`src/rtl/systolic_seq_ctrl.sv`:
```
// systolic_seq_ctrl: sequencer for a SIZE x SIZE shift-accumulate systolic array.
// Clears the array, streams k_len skewed operand vectors from the operand buffers
// into the array edges, waits for the wavefront to flush, then drains one row per
// valid/ready transfer.
// Ports: clk/reset_n (async active-low); start/k_len job request; busy/done status;
// a_rd_*/w_rd_* operand buffer reads (1-cycle latency); arr_clr/arr_left/arr_up
// drive the array; arr_mat holds the accumulators; out_valid/out_ready/out_row/
// out_idx form the result port.
module systolic_seq_ctrl #(
  parameter int SIZE   = 4,
  parameter int ADDR_W = 8
) (
  input  logic                    clk,
  input  logic                    reset_n,
  input  logic                    start,
  input  logic [ADDR_W:0]         k_len,
  output logic                    busy,
  output logic                    done,
  output logic                    a_rd_en,
  output logic [ADDR_W-1:0]       a_rd_addr,
  input  logic [SIZE*8-1:0]       a_rd_data,
  output logic                    w_rd_en,
  output logic [ADDR_W-1:0]       w_rd_addr,
  input  logic [SIZE*8-1:0]       w_rd_data,
  output logic                    arr_clr,
  output logic [SIZE*8-1:0]       arr_left,
  output logic [SIZE*8-1:0]       arr_up,
  input  logic [SIZE*SIZE*8-1:0]  arr_mat,
  output logic                    out_valid,
  input  logic                    out_ready,
  output logic [SIZE*8-1:0]       out_row,
  output logic [$clog2(SIZE)-1:0] out_idx
);

  localparam int IW = $clog2(SIZE);
  localparam int CW = (ADDR_W + 1 > 5) ? ADDR_W + 1 : 5;
  localparam logic [CW-1:0] KMAX = CW'(1) << ADDR_W;
  localparam logic [CW-1:0] FL_LAST = CW'(2 * SIZE - 1);
  localparam logic [IW-1:0] LAST_ROW = IW'(SIZE - 1);

  typedef enum logic [2:0] {
    IDLE, CLEAR, FEED, FLUSH, DRAIN, DONE
  } state_t;

  state_t state, state_d;
  logic [CW-1:0] k_q, k_sat, cnt;
  logic clr_q, rd_vld, xfer;
  logic [IW-1:0] row_sel;
  logic [SIZE*8-1:0] row_bus, a_in, w_in;

  assign k_sat = (CW'(k_len) > KMAX) ? KMAX : CW'(k_len);
  assign xfer = out_valid && out_ready;

  always_comb begin
    state_d = state;
    unique case (state)
      IDLE:  if (start) state_d = CLEAR;
      CLEAR: state_d = (k_q == '0) ? DRAIN : FEED;
      FEED:  if (cnt + 1'b1 == k_q) state_d = FLUSH;
      FLUSH: if (cnt == FL_LAST) state_d = DRAIN;
      DRAIN: if (xfer && out_idx == LAST_ROW) state_d = DONE;
      DONE:  state_d = IDLE;
      default: state_d = IDLE;
    endcase
  end

  always_ff @(posedge clk or negedge reset_n) begin
    if (!reset_n) begin
      state  <= IDLE;
      k_q    <= '0;
      cnt    <= '0;
      clr_q  <= 1'b1;
      rd_vld <= 1'b0;
    end else begin
      state  <= state_d;
      clr_q  <= (state_d == CLEAR);
      rd_vld <= a_rd_en;
      if (state == IDLE && start) k_q <= k_sat;
      if (state_d != state) cnt <= '0;
      else if (state == FEED || state == FLUSH)
        cnt <= cnt + 1'b1;
    end
  end

  assign busy      = (state != IDLE);
  assign done      = (state == DONE);
  assign arr_clr   = clr_q;
  assign a_rd_en   = (state == FEED);
  assign w_rd_en   = a_rd_en;
  assign a_rd_addr = a_rd_en ? cnt[ADDR_W-1:0] : '0;
  assign w_rd_addr = a_rd_addr;

  // Idle lanes carry zeros so the array adds 0 << 0 between vectors.
  assign a_in = rd_vld ? a_rd_data : '0;
  assign w_in = rd_vld ? w_rd_data : '0;
  assign arr_left[7:0] = a_in[7:0];
  assign arr_up[7:0]   = w_in[7:0];

  // Lane i is delayed by i registers to form the diagonal wavefront.
  for (genvar i = 1; i < SIZE; i++) begin : g_lane
    logic [7:0] a_d [i];
    logic [7:0] w_d [i];
    always_ff @(posedge clk or negedge reset_n) begin
      if (!reset_n) begin
        for (int k = 0; k < i; k++) begin
          a_d[k] <= '0;
          w_d[k] <= '0;
        end
      end else begin
        a_d[0] <= a_in[i*8 +: 8];
        w_d[0] <= w_in[i*8 +: 8];
        for (int k = 1; k < i; k++) begin
          a_d[k] <= a_d[k-1];
          w_d[k] <= w_d[k-1];
        end
      end
    end
    assign arr_left[i*8 +: 8] = a_d[i-1];
    assign arr_up[i*8 +: 8]   = w_d[i-1];
  end

  assign row_sel = (state == DRAIN) ? out_idx + 1'b1 : '0;

  always_comb begin
    row_bus = '0;
    for (int r = 0; r < SIZE; r++)
      if (row_sel == IW'(r))
        row_bus = arr_mat[r*SIZE*8 +: SIZE*8];
  end

  // With k_len=0 the clear and the first row load share one edge, so the
  // array still shows the previous job; force zeros instead.
  always_ff @(posedge clk or negedge reset_n) begin
    if (!reset_n) begin
      out_valid <= 1'b0;
      out_idx   <= '0;
      out_row   <= '0;
    end else if (state != DRAIN && state_d == DRAIN) begin
      out_valid <= 1'b1;
      out_idx   <= '0;
      out_row   <= (k_q == '0) ? '0 : row_bus;
    end else if (xfer) begin
      if (out_idx == LAST_ROW) begin
        out_valid <= 1'b0;
      end else begin
        out_idx <= out_idx + 1'b1;
        out_row <= (k_q == '0) ? '0 : row_bus;
      end
    end
  end

endmodule

```
`config.mk`:
```
export PLATFORM = sky130hd
export DESIGN_NAME = systolic_seq_ctrl
export DESIGN_NICKNAME = d
export VERILOG_FILES = /design/src/rtl/systolic_seq_ctrl.sv
export SDC_FILE = /design/constraint.sdc
export NUM_CORES = 1
export LEC_CHECK = 0
export ABC_CLOCK_PERIOD_IN_PS = 2500
export BUFFER_PORTS_ARGS = -buffer_cell sky130_fd_sc_hd__buf_4
export CAP_MARGIN = 20
export CORE_UTILIZATION = 40
export CTS_BUF_LIST = sky130_fd_sc_hd__clkbuf_4
export CTS_CLUSTER_SIZE = 28
export DETAILED_ROUTE_END_ITERATION = 10
export PLACE_DENSITY = 0.72
export SLEW_MARGIN = 20
export SYNTH_ARGS = -nofsm -noshare
export SYNTH_HDL_FRONTEND = slang
export SYNTH_SLANG_ARGS = --single-unit
```
`constraint.sdc`:
```
create_clock -name clk -period 2.5 [get_ports clk]
set_input_delay 0.125 -clock clk [delete_from_list [all_inputs] [get_ports clk]]
set_output_delay 0.125 -clock clk [all_outputs]
set_load 0.03 [all_outputs]
```
==> flow_summary.yaml, run 1 <==
routing:
  drtIter0Drc: 256
  drtAntennaViolNets: 0
  drt_first_pass_iters: 5
  routed_wl_um: 20520
  drc: 0
  wire_per_inst_um: 16.02
  vias: 6420
  via_per_inst: 5.012
synth:
  ys_warn_count: 0
  synth_seq_area_share_pct: 50.62
  synthTopCellsByArea: "dfrtp_1 (50%), and2_1 (5.9%), buf_4 (5.7%), mux2_1 (4.4%), mux2i_1 (4.3%)"
  synth_nets: 919
  synthArstFlopShare_pct: 100.0
  synth.distinct_cells: 54
  syn_avg_cell_area_um2: 10.70
  ys.flop_type: "dfrtp_1"
  synth_area_um2: 7616
  synth_most_common_cell: "dfrtp_1"
  synth_edf_count: 0
  yosys.area.top_type: "dfrtp_1"
  synthCells: 712
  yosys.area.top_type_share_pct: 50.27
  synthTopCellsByCount: "dfrtp_1 (153), and2_1 (72), nand2_1 (64), buf_4 (58), o21ai_0 (43)"
  ys_ff_latch: 154
sta:
  fmax_mhz: 421.4
  slew_headroom_pct: 35.07
  min_period_over_period_pct: 94.93
  final_hold_viol_count: 0
  fin_tns_setup_ns: 0
  tightestPinTransition_ns: 0.9719
  rsz0062_at_grt: "false"
  slew_viol_final: 0
  setup_viol: 0
  hold_slack_ns: 0.09366
  finalCriticalPeriod_ns: 2.373
  skew_ns: 0.02129
setup_path:
  endpoint_kind: "register"
  cp_slowest_stage_delay_ns: 0.54
  worstSetupPathType: "reg -> reg"
  crit_chain: "or4_1, or4b_4, a21oi_4, nor2b_4, mux2_1"
  start_kind: "register"
  critPathMaxFanout: 32
  required_ns: 2.95
  crit_arrival_ns: 2.82
  slowest_stage: "or4b_4"
clock_tree:
  cts_sinks: 154
  cts_root_buf: "clkbuf_4"
  insertion_delay_ns: 0.56
  cts_tree: "yes"
  cts_max_path_buffers: 2
  cts_setup_buffers: 0
  cts_made_buffers: 17
  h-tree-depth: 4
  clkTransAtPathRegs_ns: 0.15
floorplanning:
  placementRows: 50
  coreArea_um2: 18710
  dieHeight_um: 140.0
  die_area_um2: 19600
  ios: 325
  die_w_um: 140.0
  initial_core_util_pct: 40.72
placement:
  place_area_um2: 9872
  port-buffer-count: 324
  finalWeightedCongestion: 0.8526
  dp_hpwl_um: 14390
status:
  status: "finished clean"
layout:
  postLayoutCoreUtil_pct: 57.93
  n_antenna_cell: 0
  multi_input_area_um2: 3019
  postLayoutCellArea_um2: 10840
  final-seq-area_um2: 3856
  fillers: 1596
  nNetsFinal: 1241
  layout-drive-gt1-share_pct: 38.11
  area_delta_synth_final_pct: 42.27
global_route:
  antenna_found_initial: 0
  grt_pass1_vias: 6372
  grt_overflow: 0
  grt_pass1_wl_um: 32020
  grt_use_total_pct: 20.92
  grt_max_degree: 79
power_and_ir_drop:
  vdd_drop_max_uv: 758.9
  p_per_area_nw_per_um2: 1056
  power_leakage_nw: 5.237
flow_run:
  cap_violations: 0
hold_path:
  hold_class: "in -> reg"
## repair_timing
item                                    CTS  global route
hold buffers                             64             0
resized for setup                         1             1
endpoints found under the setup margin    7             2
hold endpoints to repair                134             0
## final cells by class
type                    count  share of cell area, %
flip-flops and latches    154                  35.59
repair buffers            416                  30.80
multi-input cells         441                  27.86
well taps                 234                  2.702
clock inverters            15                  1.732
clock buffers              17                  1.178
inverters                   4                 0.1386
## flip-flops by register name (all words and copies together), names as in the netlist, 2 cells and up
| name | cells |
|---|---|
| arr_left | 16 |
| k_q | 9 |
| cnt | 9 |
| state | 3 |
| g_lane.a_d | 32 |
| g_lane.w_d | 32 |
| out_idx | 2 |
| arr_up | 16 |
| out_row | 32 |
## worst max-delay path, delay by kind of cell (launching register included)
kind | cells | cell delay [ns]
AND/OR/NAND/NOR | 3 | 1.25
multiplexers | 1 | 0.37
AO/OA/AOI/OAI | 1 | 0.17
flip-flops | 1 | 0.46
## power breakdown
part	total, mW	internal, mW	switching [mW]	leakage, nW
registers	3.78	3.30	0.478	1.97
clock network	1.60	0.492	1.11	0.164
logic	6.06	2.50	3.56	3.11
total	11.4	6.30	5.15	5.24
## metrics by stage
| step | total power [mW] | instances | setup slack (ns) |
|---|---|---|---|
| 2_1_floorplan | 8.035 | 712 | 0.1063 |
| 6_report | 11.44 | 1281 | 0.1268 |
| 3_3_place_gp | 9.732 | 1185 | 0.1878 |
| 3_5_place_dp | 9.821 | 1185 | 0.1077 |
| 5_1_grt | 12.10 | 1281 | 0.006371 |
| 4_1_cts | 11.55 | 1281 | 0.07957 |
## placed cells by master, fill, tap and decap left out, drive strengths merged, types with 17 or more instances in the layout
cell type    netlist  layout
a211oi            33      33
and2              73      73
buf               75     352
clkbuf            34      17
dfrtp            153     153
dlygate4sd3        3      64
mux2              32      32
mux2i             33      33
nand2             64      64
nand3b            34      34
nor2              17      17
o21ai             43      43
o22ai             33      33
## layer usage
layer | global-route usage (%) | vias to the layer above | wire length, um
met5 | 0 | - | 0
met4 | 6.883 | 0 | 433
met3 | 5.265 | 31 | 1367
met2 | 39.00 | 237 | 10770
met1 | 23.06 | 3106 | 7951
li1 | - | 3046 | -
## path summary, 6_finish.rpt
kind	startpoint	cells past startpoint	slack (ns)	end
min in group asynchronous	reset_n	2	0.12	k_q[2]
max in group asynchronous	reset_n	3	1.64	g_lane[3].a_d[10]
setup reg to reg	cnt[8]	5	0.13	out_row[15]
hold / removal	arr_mat[26]	4	0.09	out_row[26]
hold reg to reg	g_lane[3].a_d[16]	0	0.36	g_lane[3].a_d[8]
setup / recovery	cnt[8]	5	0.13	out_row[15]
## cell families (layout without fill, tap and decap cells)
| logic type | count (synthesis) | count (layout) | synth area share [%] |
|---|---|---|---|
| and+or+nand+nor | 230 | 230 | 16.94 |
| DFF | 154 | 154 | 50.62 |
| AOI/OAI and AO/OA | 125 | 125 | 10.53 |
| buffers and inverters | 117 | 452 | 10.14 |
| muxes | 65 | 65 | 9.068 |
| xor gates and xnor gates | 19 | 19 | 2.382 |
| adders and majority gates | 2 | 2 | 0.3285 |
(Power assumes the default switching activity.)
==> run 2, diff against run 1 <==
- CELL_PAD_IN_SITES_DETAIL_PLACEMENT: unset -> 1
- CELL_PAD_IN_SITES_GLOBAL_PLACEMENT: unset -> 1
- CORE_UTILIZATION: 40 -> 33
- PLACE_DENSITY: 0.72 -> unset
- PLACE_DENSITY_LB_ADDON: unset -> 0.1
==> run 2 against run 1 <==
  * Global-route usage decreased by 0.77 points
  * Clock-buffer cell count stayed put
  * Combinational power is 4.3% higher
  * Clock skew grew 0.012 ns
  * First-iteration DRC count shrank 27%
  * Setup slack got worse by 0.038 ns
  * Register-to-register slack worse by 0.04 ns
  * Routed wire length up 16%
  * Worst hold slack got worse by 0.027 ns
  * Clock power increased by 4%
  * Critical endpoint is now out_row[13]
==> flow_summary.yaml, run 2 (same netlist as run 1, synthesis figures left out) <==
layout:
  final_cell_mix: "buf_4 (351), dfrtp_1 (152), and2_1 (72)"
  area_delta_synth_final_pct: 43.58
  layout-drive-gt1-share_pct: 38.48
  n_antenna_cell: 0
  layout_commonest_cell: "buf_4"
  instances_no_fill: 1335
  nNetsFinal: 1244
  postLayoutCoreUtil_pct: 48.30
  reg_top3: "g_lane.a_d (32), g_lane.w_d (32), out_row (32)"
  postLayoutCellArea_um2: 10940
setup_path:
  critPathLaunch: "cnt[6]"
  required_ns: 2.93
  cp.buffers_inverters: 0
  start_kind: "register"
  cp_slowest_stage_delay_ns: 0.58
  rrSetupSlack_ns: 0.09
  critPathMaxFanout: 32
  worstSetupPathType: "reg -> reg"
  cp-endpoint: "out_row[13]"
  crit_family: "simple AND/OR/NAND/NOR gates"
  rr_endpoint: "out_row[13]"
  ff2ff_path_depth: 5
  reg2reg_from: "cnt[6]"
  endpoint_kind: "register"
  crit_arrival_ns: 2.84
  slowest_stage: "or4_1"
  crit_cells: 5
  crit_chain: "or4_1, or4b_4, a21oi_4, nor2b_4, mux2_1"
placement:
  pre_cts_ws_ns: 0.1073
  port-buffer-count: 324
  dp_hpwl_um: 16870
  place_area_um2: 9986
  finalWeightedCongestion: 0.8350
  dp.cells: 1241
clock_tree:
  cts_max_path_buffers: 2
  insertion_delay_ns: 0.55
  cts_tree: "yes"
  cts_made_buffers: 17
  cts_root_buf: "clkbuf_4"
  clkTransAtPathRegs_ns: 0.16
  h-tree-depth: 4
  cts_setup_buffers: 0
  cts_sinks: 154
routing:
  vias: 6424
  routed_wl_um: 23730
  drt_first_pass_iters: 4
  via_per_inst: 4.812
  drc: 0
  drtAntennaViolNets: 0
  wire_per_inst_um: 17.78
  drtIter0Drc: 187
global_route:
  grt_use_total_pct: 20.14
  grt_pass1_vias: 6677
  grt_max_degree: 98
  grt_pass1_wl_um: 36860
  grt_overflow: 0
  antenna_found_initial: 0
floorplanning:
  coreArea_um2: 22640
  placementRows: 55
  initial_core_util_pct: 33.64
  ios: 325
  die_w_um: 153.9
  dieHeight_um: 153.9
  die_area_um2: 23690
power_and_ir_drop:
  vdd_drop_max_uv: 528.2
  total_power_mw: 11.74
  power_leakage_nw: 5.261
  p_per_area_nw_per_um2: 1074
sta:
  tightestPinTransition_ns: 1.028
  skew_ns: 0.03284
  slew_viol_final: 0
  fin_ws_ns: 0.08888
  setup_viol: 0
  final_hold_viol_count: 0
  fmax_mhz: 414.7
  min_period_over_period_pct: 96.44
  rsz0062_at_grt: "false"
  finalCriticalPeriod_ns: 2.411
  hold_slack_ns: 0.06710
  fin_tns_setup_ns: 0
  slew_headroom_pct: 31.31
status:
  status: "finished clean"
hold_path:
  hold_class: "in -> async"
flow_run:
  cap_violations: 0
-- run 2: worst min path at each step --
stage	from	endpoint	cells past startpoint	slack, ns
3_3_place_gp	reset_n	arr_up[27]	1	0.09
2_1_floorplan	reset_n	arr_left[16]	0	-0.17
6_report	reset_n	g_lane[3].w_d[11]	2	0.07
3_5_place_dp	reset_n	arr_up[27]	1	0.1
4_1_cts	reset_n	arr_up[27]	2	0.02
5_1_grt	reset_n	arr_up[21]	2	0.02
-- run 2: what timing repair did --
action                     4_1_cts  5_1_grt
hold buffers                    62        0
setup endpoints to repair        0       14
resized for setup                0        1
hold endpoints to repair       211        0
-- run 2: cell type report --
cell class	count	area, um^2
Clock inverter	15	198.9
Clock buffer	17	127.6
Sequential cell	154	3856
Timing Repair Buffer	419	3367
Inverter	4	15.01
Multi-Input combinational cell	441	3014
Tap cell	285	356.6
Fill cell	2574	11710
-- run 2: metal layers --
layer	track usage, %	part of all wire (%)	vias to the layer above
li1	-	-	3055
met5	0	0	-
met4	4.952	1.6	0
met3	5.524	6.2	21
met1	24.39	43	3124
met2	35.32	50	224
-- run 2: power breakdown --
part           switching, mW  total [mW]  leakage [nW]  internal [mW]
clock                   1.09        1.66         0.169          0.571
combinational           3.73        6.32          3.12           2.59
sequential             0.461        3.76          1.97           3.30
